File: src/rtl/if_stage_pkg.sv
// Shared constants and types for the instruction-fetch stage.
package if_stage_pkg;

  localparam int XLEN = 32;

  localparam logic [XLEN-1:0] NOP_INSTR        = 32'h0000_0000;
  localparam logic [XLEN-1:0] DEFAULT_RESET_PC = 32'h0000_0000;
  localparam logic [XLEN-1:0] PC_STEP          = 32'h0000_0004;
  localparam logic [XLEN-1:0] WORD_ALIGN_MASK  = 32'hFFFF_FFFC;

  // Contents of the IF/ID pipeline register.
  typedef struct packed {
    logic            valid;
    logic [XLEN-1:0] instr;
    logic [XLEN-1:0] pc4;
  } ifid_t;

  localparam ifid_t IFID_BUBBLE = '{valid: 1'b0, instr: NOP_INSTR, pc4: 32'h0000_0000};

  // Redirect targets must be word aligned; the low two bits are dropped.
  function automatic logic [XLEN-1:0] align_target(input logic [XLEN-1:0] addr);
    return addr & WORD_ALIGN_MASK;
  endfunction

endpackage

File: src/rtl/if_stage_if.sv
// Instruction-memory bus: fetch stage drives the address, memory returns
// the word for that address combinationally in the same cycle.
interface if_stage_if;
  import if_stage_pkg::*;

  logic [XLEN-1:0] pc;
  logic [XLEN-1:0] instr_in;

  modport master (output pc, input instr_in);
  modport slave  (input pc, output instr_in);

endinterface

File: src/rtl/ifid_reg.sv
// IF/ID pipeline register: bubble has priority over hold, hold over load.
module ifid_reg
  import if_stage_pkg::*;
(
  input  logic            clk,
  input  logic            rst_n,
  input  logic            hold,
  input  logic            bubble,
  input  logic [XLEN-1:0] instr_d,
  input  logic [XLEN-1:0] pc4_d,
  output logic [XLEN-1:0] ifid_instr,
  output logic [XLEN-1:0] ifid_pc4,
  output logic            ifid_valid
);

  ifid_t ifid_r;

  // Register update: reset to bubble, then squash, freeze or capture.
  always_ff @(posedge clk or negedge rst_n) begin
    if (!rst_n) begin
      ifid_r <= IFID_BUBBLE;
    end else if (bubble) begin
      ifid_r <= IFID_BUBBLE;
    end else if (hold) begin
      ifid_r <= ifid_r;
    end else begin
      ifid_r <= '{valid: 1'b1, instr: instr_d, pc4: pc4_d};
    end
  end

  assign ifid_instr = ifid_r.instr;
  assign ifid_pc4   = ifid_r.pc4;
  assign ifid_valid = ifid_r.valid;

endmodule

File: src/rtl/if_stage.sv
// Instruction-fetch stage: PC register, next-PC selection and IF/ID register.
module if_stage
  import if_stage_pkg::*;
#(
  parameter logic [XLEN-1:0] RESET_PC = DEFAULT_RESET_PC
) (
  input  logic            clk,
  input  logic            rst_n,
  input  logic            stall,
  input  logic            flush,
  input  logic            branch_taken,
  input  logic [XLEN-1:0] branch_target,
  input  logic            jump,
  input  logic [XLEN-1:0] jump_target,
  if_stage_if.master      imem,
  output logic [XLEN-1:0] ifid_instr,
  output logic [XLEN-1:0] ifid_pc4,
  output logic            ifid_valid
);

  logic [XLEN-1:0] pc_r;
  logic [XLEN-1:0] pc_plus4_s;
  logic [XLEN-1:0] pc_next_s;
  logic            redirect_s;
  logic            bubble_s;

  // Wraps naturally modulo 2^32.
  assign pc_plus4_s = pc_r + PC_STEP;
  assign redirect_s = branch_taken | jump;
  assign bubble_s   = redirect_s | flush;

  // Next-PC select: branch beats jump beats stall beats sequential.
  always_comb begin
    pc_next_s = pc_plus4_s;
    if (branch_taken) begin
      pc_next_s = align_target(branch_target);
    end else if (jump) begin
      pc_next_s = align_target(jump_target);
    end else if (stall) begin
      pc_next_s = pc_r;
    end else begin
      pc_next_s = pc_plus4_s;
    end
  end

  // PC register; only registered state drives the memory address.
  always_ff @(posedge clk or negedge rst_n) begin
    if (!rst_n) begin
      pc_r <= RESET_PC;
    end else begin
      pc_r <= pc_next_s;
    end
  end

  assign imem.pc = pc_r;

  // A squash wins over stall inside ifid_reg, so stall can drive hold directly.
  ifid_reg u_ifid_reg (
    .clk        (clk),
    .rst_n      (rst_n),
    .hold       (stall),
    .bubble     (bubble_s),
    .instr_d    (imem.instr_in),
    .pc4_d      (pc_plus4_s),
    .ifid_instr (ifid_instr),
    .ifid_pc4   (ifid_pc4),
    .ifid_valid (ifid_valid)
  );

endmodule
File: src/flat_wrapper.sv
// flat-port wrapper written by rule: the top's interface ports become plain ports
module if_stage_flat import if_stage_pkg::*;
#(
  parameter logic [XLEN-1:0] RESET_PC = DEFAULT_RESET_PC
)
  (clk, rst_n, stall, flush, branch_taken, branch_target, jump, jump_target, ifid_instr, ifid_pc4, ifid_valid, imem_pc, imem_instr_in);
  if_stage_if imem_i ();
  input  logic clk;
  input  logic rst_n;
  input  logic stall;
  input  logic flush;
  input  logic branch_taken;
  input  logic [XLEN-1:0] branch_target;
  input  logic jump;
  input  logic [XLEN-1:0] jump_target;
  output logic [XLEN-1:0] ifid_instr;
  output logic [XLEN-1:0] ifid_pc4;
  output logic ifid_valid;
  output wire logic [$bits(imem_i.pc)-1:0] imem_pc;
  input wire logic [$bits(imem_i.instr_in)-1:0] imem_instr_in;
  assign imem_pc = imem_i.pc;
  assign imem_i.instr_in = imem_instr_in;
  if_stage #(.RESET_PC(RESET_PC)) u_core (.clk(clk), .rst_n(rst_n), .stall(stall), .flush(flush), .branch_taken(branch_taken), .branch_target(branch_target), .jump(jump), .jump_target(jump_target), .imem(imem_i), .ifid_instr(ifid_instr), .ifid_pc4(ifid_pc4), .ifid_valid(ifid_valid));
endmodule
File: config.mk
export PLATFORM = sky130hd
export DESIGN_NAME = if_stage_flat
export DESIGN_NICKNAME = d
export VERILOG_FILES = /design/src/rtl/if_stage_pkg.sv /design/src/rtl/if_stage_if.sv /design/src/rtl/ifid_reg.sv /design/src/rtl/if_stage.sv /design/src/flat_wrapper.sv
export SDC_FILE = /design/constraint.sdc
export NUM_CORES = 1
export LEC_CHECK = 0
export BUFFER_PORTS_ARGS = -buffer_cell sky130_fd_sc_hd__buf_2
export CAP_MARGIN = 10
export CORE_AREA = 2 2 103 105
export CTS_CLUSTER_SIZE = 14
export DETAILED_ROUTE_END_ITERATION = 8
export DIE_AREA = 0 0 105 107
export PLACE_DENSITY = 0.78
export SYNTH_ARGS = -nofsm -noshare
export SYNTH_HDL_FRONTEND = slang
export SYNTH_SLANG_ARGS = --single-unit
File: constraint.sdc
create_clock -name clk -period 2.5 [get_ports clk]
set_input_delay 0.5 -clock clk [delete_from_list [all_inputs] [get_ports clk]]
set_output_delay 0.5 -clock clk [all_outputs]
set_load 0.005 [all_outputs]
==> results of run 1 <==
## how the worst min path moves through the flow
stage	from	depth (start not counted)	to
floorplan	rst_n	0	u_core.imem.pc[10]$_DFFE_PN0P_
global placement	u_core.u_ifid_reg.ifid_valid$_DFFE_PN0P_	1	u_core.u_ifid_reg.ifid_valid$_DFFE_PN0P_
detailed placement	u_core.u_ifid_reg.ifid_valid$_DFFE_PN0P_	1	u_core.u_ifid_reg.ifid_valid$_DFFE_PN0P_
CTS	rst_n	1	u_core.imem.pc[11]$_DFFE_PN0P_
global route	rst_n	1	u_core.u_ifid_reg.ifid_pc4[15]$_DFFE_PN0P_
finish	rst_n	1	u_core.imem.pc[11]$_DFFE_PN0P_
## per-layer routing
metal	share of wire (%)	routed length, um	GRT usage [%]	up-vias
met2	47	6890	43.2	240
met1	42	6090	33.0	2226
met3	9.8	1430	7.17	23
li1	-	-	-	2214
met5	0	0	0	-
met4	1.7	246	9.52	0
## placed cells by master (no fill, tap or decap), types with 12 or more instances in the layout
cell type and n:
buf_2 189, nor2_1 65, o21ai_0 35, xor2_1 23, clkbuf_8 12, xnor2_1 17, nor3_1 12, nand3_1 15
a21oi_1 50, mux2i_1 41, buf_4 13, dfrtp_1 93, nand2_1 27
## report_power, final
group	internal (uW)	total, uW	switching (uW)
registers	1580	1690	114
clock network	544	1070	526
logic	272	591	319
total	2390	3350	959
## worst max-delay path, cell delays in order (launching register included)
cell       delay, ns
dfrtp_1         0.48
ha_1            0.26
nand3_1         0.19
nor2_4          0.30
nand4_1         0.21
a2111oi_0       0.39
a311oi_1        0.09
## layout make-up
cell class | count | area [um^2]
well taps | 136 | 170
fillers | 900 | 3820
inverters | 5 | 18.8
clock inverters | 3 | 42.5
clock buffers | 13 | 169
repair buffers | 204 | 1080
diodes | 1 | 2.50
flip-flops and latches | 93 | 2330
multi-input cells | 388 | 2460
## metrics by stage
stage,total power [uW],utilization (%),std cells,hold WS [ns],cell area [um^2]
after floorplan,2020,-,524,0.204,4970
after global placement,2290,60.0,826,0.469,6060
after detailed placement,2300,60.0,826,0.475,6060
after CTS,3370,62.1,842,0.119,6270
after global routing,3500,62.1,843,0.146,6270
final,3350,62.1,843,0.116,6270
## cell families after synthesis
group | after synthesis | synth area share, %
buf+inv | 43 | 3.76
fa+ha+maj | 1 | 0.252
simple gates | 170 | 17.8
other cells | 1 | 0.0756
flops | 93 | 46.9
mux | 41 | 8.28
xor+xnor | 40 | 7.07
compound gates | 132 | 15.8
## flip-flops by register name, summed over array words and instances (netlist names)
| name | flops |
|---|---|
| u_core.imem.pc | 30 |
| u_core.u_ifid_reg.ifid_valid | 1 |
| u_core.u_ifid_reg.ifid_pc4 | 30 |
| u_core.u_ifid_reg.ifid_instr | 32 |
==> summary.md, run 1 <==
For the finished layout, the period the worst path requires is 2.07 ns. The logs give 26.1% for the overall routing resource usage and 93 for the number of clock sinks seen by CTS. At the end of routability-driven placement, the weighted congestion stood at 0.896.

In the routed design, unresolved DRC markers number 0. The distinct cell type count after synthesis is 50. The endpoint identified for the worst register-to-register timing path is u_core.imem.pc[30]$_DFFE_PN0P_. The area share of the largest cell type after synthesis works out to 46.9%. The startpoint identified for the worst register-to-register timing path is u_core.imem.pc[2]$_DFFE_PN0P_.

Hold violation count in the final report: 0. Yosys instantiated no cell more often than dfrtp_1. Global routing finished with a remaining overflow of 0. TritonCTS built the clock tree.

The synthesized design contains 0 enable-type register cells. The first global-routing pass estimated 23100 um of wire. The sequential cell area fraction in the yosys report is 46.9%, and the number of CTS-inserted buffers is 9. The core region is 10100 um^2. Setup repair after global routing left no endpoint under its margin. Counting instances in the post-synthesis netlist gives the leading cell types as 93 x dfrtp_1, 65 x nor2_1, 50 x a21oi_1.

Launching element type of the critical path: a flop. STA classifies the critical path endpoint as a flop. The slew at the pin closest to its max-slew limit is 0.804 ns, and the y dimension of the die is 107 um. The power density over cell area came out at 534 nW/um^2. The run finished with clean final reports. The final count of pins violating max slew is 0. For this block, the via count after detailed routing is 4703. The worst-case clock buffer depth was 2. The clock tree root driver cell was clkbuf_8. Each instance of the synthesized netlist takes up on average 9.52 um^2. dfrtp_1 takes more of the synthesized area than any other cell. The number of nets in the finished design was 804; the clock-pin transition on the worst setup and hold timing paths was 0.09 ns. In the final routed layout, each cell accounts on average for 17.4 um.

The number of detailed-routing iterations run before antenna repair is 7. Based on the critical path, the design can be clocked at up to 482 MHz. The worst max-slew margin expressed relative to the limit came out at 46.2%.

The worst hold path belongs to the class primary input to asynchronous set/reset pin. STA puts the critical path data arrival time at 2.30 ns. Half-perimeter wire length after placement: 10700 um. For the number of antenna violations at the first check in global routing, the log shows 2.

Yosys synthesis warning count: 0. The critical path is of the flop to flop type. The die is 105 um wide. Once routing completed, OpenROAD measured the worst setup slack at 0.425 ns.

VDD sags by at most 0.400 mV. Synthesis inferred 93 register bits. The logs give 4583 for the via count of the first global-routing pass and 0.421 ns for the worst slack at placement. Commonest register cell after synthesis: dfrtp_1. For the final routed database, the setup TNS stands at 0 ns. The pin count of the biggest net entering global routing is 56. Once the floorplan was initialized, standard cells occupied 49.1% of the core.

The post-route netlist has 32.4% of its cells at a drive strength greater than 1. Tracing the worst setup path back leads to its startpoint at u_core.imem.pc[2]$_DFFE_PN0P_. The async set or reset register ratio after synthesis came out at 100%. The tools report the initial detailed-routing violation count as 311. The final critical-path share of the clock period was 83.0%.

Post-CTS repair changed the size of 0 cells. The run gives 11200 um^2 as the area of the die. At the worst endpoint, the required time is 2.72 ns.

The worst register-to-register path has a setup slack of 0.43 ns. The most critical setup path has its endpoint at u_core.imem.pc[30]$_DFFE_PN0P_. Buffers placed on the I/O ports in this run total 190. Synthesis produced a netlist whose cell count is 521. In this run the static leakage power is 0.00312 uW. The tools report the count of pins on the block boundary as 199. After synthesis the cells add up to 4960 um^2. In the routed layout, each cell is associated on average with a via count of 5.58.

By area the synthesized netlist is led by dfrtp_1 47%, mux2i_1 8.3%, a21oi_1 5.0%, nor2_1 4.9%, xor2_1 4.1%. The layout-stage area growth over the synthesis result is 26.4%, and the maximum level of the CTS H-tree is 3. Clock latency on the worst-skew pair, taken at its later pin, is 0.36 ns. Count of antenna-violating nets left after detailed routing: 0.

Detailed-route wire length: 14700 um. The clock arrives with 0.00734 ns of skew. Setup violations remaining at the end of the flow were counted as 0. Hold repair after CTS inserted 0 buffers. The maximum fanout encountered on the critical timing path is 10.

Across the run, the number of max-cap violations was 0. Measured in cells, the most critical reg-to-reg path has a length of 6. The tools report the number of placement rows as 37.

Post-CTS timing repair inserted 0 buffers for setup.
Note: power is estimated with default switching activity, not from simulation.
==> run 2: changes to the inputs <==
--- a/config.mk
+++ b/config.mk
@@ -5,13 +5,14 @@
 export SDC_FILE = /design/constraint.sdc
 export NUM_CORES = 1
 export LEC_CHECK = 0
+export ABC_AREA = 1
 export BUFFER_PORTS_ARGS = -buffer_cell sky130_fd_sc_hd__buf_2
 export CAP_MARGIN = 10
-export CORE_AREA = 2 2 103 105
+export CORE_AREA = 2 2 110 112
 export CTS_CLUSTER_SIZE = 14
 export DETAILED_ROUTE_END_ITERATION = 8
-export DIE_AREA = 0 0 105 107
-export PLACE_DENSITY = 0.78
+export DIE_AREA = 0 0 112 114
+export PLACE_DENSITY = 0.74
 export SYNTH_ARGS = -nofsm -noshare
 export SYNTH_HDL_FRONTEND = slang
 export SYNTH_SLANG_ARGS = --single-unit
==> constraint.sdc (replaced) <==
create_clock -name clk -period 1.8 [get_ports clk]
set_input_delay 0.36 -clock clk [delete_from_list [all_inputs] [get_ports clk]]
set_output_delay 0.36 -clock clk [all_outputs]
set_load 0.005 [all_outputs]
==> summary.md, run 2 <==
The logs give 0.16 ns for the reg2reg setup slack and 2 for the worst-case clock buffer depth. Dividing the detail-routed wire length by the instance count gives 15.9 um. The number of CTS-inserted buffers was 9; the number of synthesized flops with an enable pin was 0.

In this run the count of I/O pins placed on the die edge is 199. The tree built by TritonCTS fans out to 93 sinks. The horizontal die dimension was 112 um.

The slew at the pin closest to its max-slew limit is 0.518 ns. The highest cell delay on the worst timing path is 0.36 ns, and the maximum fanout encountered on the critical timing path is 8. The synthesized flop and latch total is 93. Most common cell after layout, fill and taps aside: buf_2. The root buffer cell chosen for the clock tree is clkbuf_16. The tools report the hold violation count in the final report as 0. Summing every instance area after synthesis gives 5120 um^2. Including well taps, the total number of placed cells is 963. The launching element type of the critical path was a flop. After detailed routing, the met2 layer carries 7520 um of wire. By area the synthesized netlist is led by dfrtp_1 45%, nand2_1 12%, a32o_1 8.0%, nor2_1 7.3%, nand3_1 5.1%. The y dimension of the die works out to 114 um.

Once the floorplan was initialized, standard cells occupied 43.7% of the core. Summing all multi-input logic gate instances after layout gives 2440 um^2. The worst hold margin was 0.0340 ns; the final critical-path required period was 1.64 ns. The sequential cell area fraction in the yosys report came out at 45.4%. Setup violations remaining at the end of the flow were counted as 0.

The signal on the critical path passes through ha_1 > nand2_1 > nor2_4 > nand2_4 > nor2_8 > nand3_1 > nand3_1 > nand2_1 > a21oi_1. Entering global routing, the biggest net connects 94 pins. Input and output buffers added on the ports amount to 190.

The commonest cells after synthesis are 170 x nand2_1, 100 x nor2_1, 93 x dfrtp_1. The number of detailed-routing iterations run before antenna repair is 4. Measured against its own limit, the worst slew margin works out to 65.5%. The total routed wire length on the met1 layer was 6460 um; the count of buffer and inverter cells on the critical path was 0. In the layout the commonest cells are 189 x buf_2, 170 x nand2_1, 100 x nor2_1, 93 x dfrtp_1, 52 x nand3_1. Across the VDD grid, the largest voltage drop is 0.446 mV.

The run gives 1168 as the filler cell count. Startpoint-to-endpoint class of the critical path: flop to flop. The die covers 12800 um^2.

The final cell area excluding filler cells is 6570 um^2. Leaving out filler cells and counting taps, the final layout contains 979. The largest clock skew in the final design is 0.00575 ns. The maximum clock frequency is 610 MHz, and the number of cells on the worst reg-to-reg path is 9. Detailed-routed wire length on met3: 1260 um. Number of antenna violations at the first check in global routing: 0. Setup repair after global routing left no endpoint under its margin. nand2_1 is the most common cell in the netlist. The startpoint identified for the worst register-to-register timing path is u_core.imem.pc[2]$_DFFE_PN0P_.

The later pin in the worst-skew pair is clocked with a latency of 0.35 ns. The highest metal layer with signal wires was met4. The final route contains 5242 vias. Max-cap violations in this run came to 0. After synthesis, the largest area contributor takes up 45.4% of total cell area. The maximum level of the CTS H-tree was 3; the layout-stage area growth over the synthesis result was 28.2%.

The number of gates resized after CTS came out at 0. In this run, distinct cell masters in the synthesized netlist total 33. The core region is 11700 um^2.

The tools report the endpoint class of the critical path as a flop. On the critical path, the stage with the largest delay is an instance of dfrtp_1. The first global-routing pass estimated 24700 um of wire. The logs give 2.07 ns for the data required time at the worst endpoint and 15600 um for the detailed-route wire length. For the final routed DRC violation total, the log shows 0. The async set or reset register ratio after synthesis came out at 100%. In this run the critical register-to-register path is captured at u_core.imem.pc[28]$_DFFE_PN0P_. The via count of the first global-routing pass was 5054; the initial detailed-routing violation count was 332. The diode insertion count for antenna repair is 0, and the clock-pin transition on the worst setup and hold timing paths is 0.07 ns. For the final routed database, the setup TNS stands at 0 ns. The flip-flop count of the largest register, all copies and words added works out to 32. For this design, the CTS-stage hold fixing added 0 buffers.

Commonest register cell after synthesis: dfrtp_1. The number of placement rows is 40. dfrtp_1 takes more of the synthesized area than any other cell. The post-CTS repair timing setup buffer count came out at 0. The overall routing resource usage is 24.3%. The area of all sequential standard cells was 2330 um^2; the total grt overflow was 0. The worst min-delay path category is primary input to asynchronous set/reset pin.

Top cell family by delay on the critical path: simple AND/OR/NAND/NOR gates. The number of nets in the finished design was 930. The placed instances occupy a cell area of 6250 um^2. TritonCTS built the clock tree. The reported leakage power is 0.00356 uW. The run finished with clean final reports. The tools report the total power of the final layout as 5260 uW. Cells with a size suffix above 1 make up 29.3% of the layout. STA puts the critical path data arrival time at 1.91 ns. The synthesized area per cell is 7.90 um^2.

At the end of routability-driven placement, the weighted congestion stood at 0.874. Yosys printed 0 warnings. After legalization and detailed placement, the total HPWL measured 11100 um. The final critical path takes up 91.1% of the cycle.

After technology mapping, the gate count stands at 648. The count of antenna-violating nets left after detailed routing is 0. Power spread over the standard cell area amounts to 800 nW/um^2. The final count of pins violating max slew was 0. The ratio of routed vias to standard cells works out to 5.35.
## run 2: cell count changes in the layout (fill, tap and decap cells not counted), moves of 35 or more
cell | before | now
mux2i_1 | 41 | 0
nand3_1 | 15 | 52
nor2_1 | 65 | 100
nand2_1 | 27 | 170
a32o_1 | 0 | 41
inv_1 | 2 | 38
## run 2: through the flow
step | util, % | setup slack [ns]
after global placement | 53.4 | 0.184
after floorplan | - | 0.332
after global routing | 56.1 | 0.00221
after CTS | 56.0 | 0.146
after detailed placement | 53.4 | 0.170
final | 56.1 | 0.160
## run 2: power breakdown
part	switching, uW	internal (uW)
Clock	852	1160
Combinational	541	372
Sequential	136	2200
Total	1530	3730
## run 2: metal layers
metal  track usage, %  vias up
li1                 -     2507
met1             31.1     2486
met2             40.3      223
met3             5.95       26
met4             9.43        0
met5                0        -
## run 2: worst max-delay path by stage
stage          cells after the start                             end  slack [ns]                          start
6_report                           9  u_core.imem.pc[28]$_DFFE_PN0P_        0.16  u_core.imem.pc[2]$_DFFE_PN0P_
5_1_grt                            9  u_core.imem.pc[28]$_DFFE_PN0P_       0.002  u_core.imem.pc[2]$_DFFE_PN0P_
4_1_cts                            9  u_core.imem.pc[28]$_DFFE_PN0P_        0.15  u_core.imem.pc[2]$_DFFE_PN0P_
3_5_place_dp                       9  u_core.imem.pc[16]$_DFFE_PN0P_        0.17  u_core.imem.pc[2]$_DFFE_PN0P_
3_3_place_gp                      10  u_core.imem.pc[24]$_DFFE_PN0P_        0.18  u_core.imem.pc[2]$_DFFE_PN0P_
2_1_floorplan                      8  u_core.imem.pc[14]$_DFFE_PN0P_        0.33  u_core.imem.pc[3]$_DFFE_PN0P_
## run 2: worst register-to-register path, stage by stage (launching register included)
cell and delay [ns]:
dfrtp_1 0.36, ha_1 0.22, nand2_1 0.11, nor2_4 0.18
nand2_4 0.14, nor2_8 0.15, nand3_1 0.11, nand3_1 0.09
nand2_1 0.06, a21oi_1 0.14
## run 2: area by class of cell
type / instances / area share (%)
clock buffer: 11 / 3.85
timing repair buffer: 205 / 17.6
sequential: 93 / 35.4
tap: 147 / 2.80
clock inverter: 5 / 0.877
inverter: 40 / 2.29
multi-input combinational: 478 / 37.2
## run 2: cell families (layout without fill, tap and decap cells)
| family | Yosys count | after routing | synth area share [%] |
|---|---|---|---|
| compound gates | 121 | 121 | 16.5 |
| buf+inv | 80 | 261 | 7.33 |
| flops | 93 | 93 | 45.4 |
| xor+xnor | 7 | 7 | 1.20 |
| simple gates | 345 | 345 | 29.2 |
| fa+ha+maj | 1 | 1 | 0.244 |
| other cells | 1 | 4 | 0.0732 |
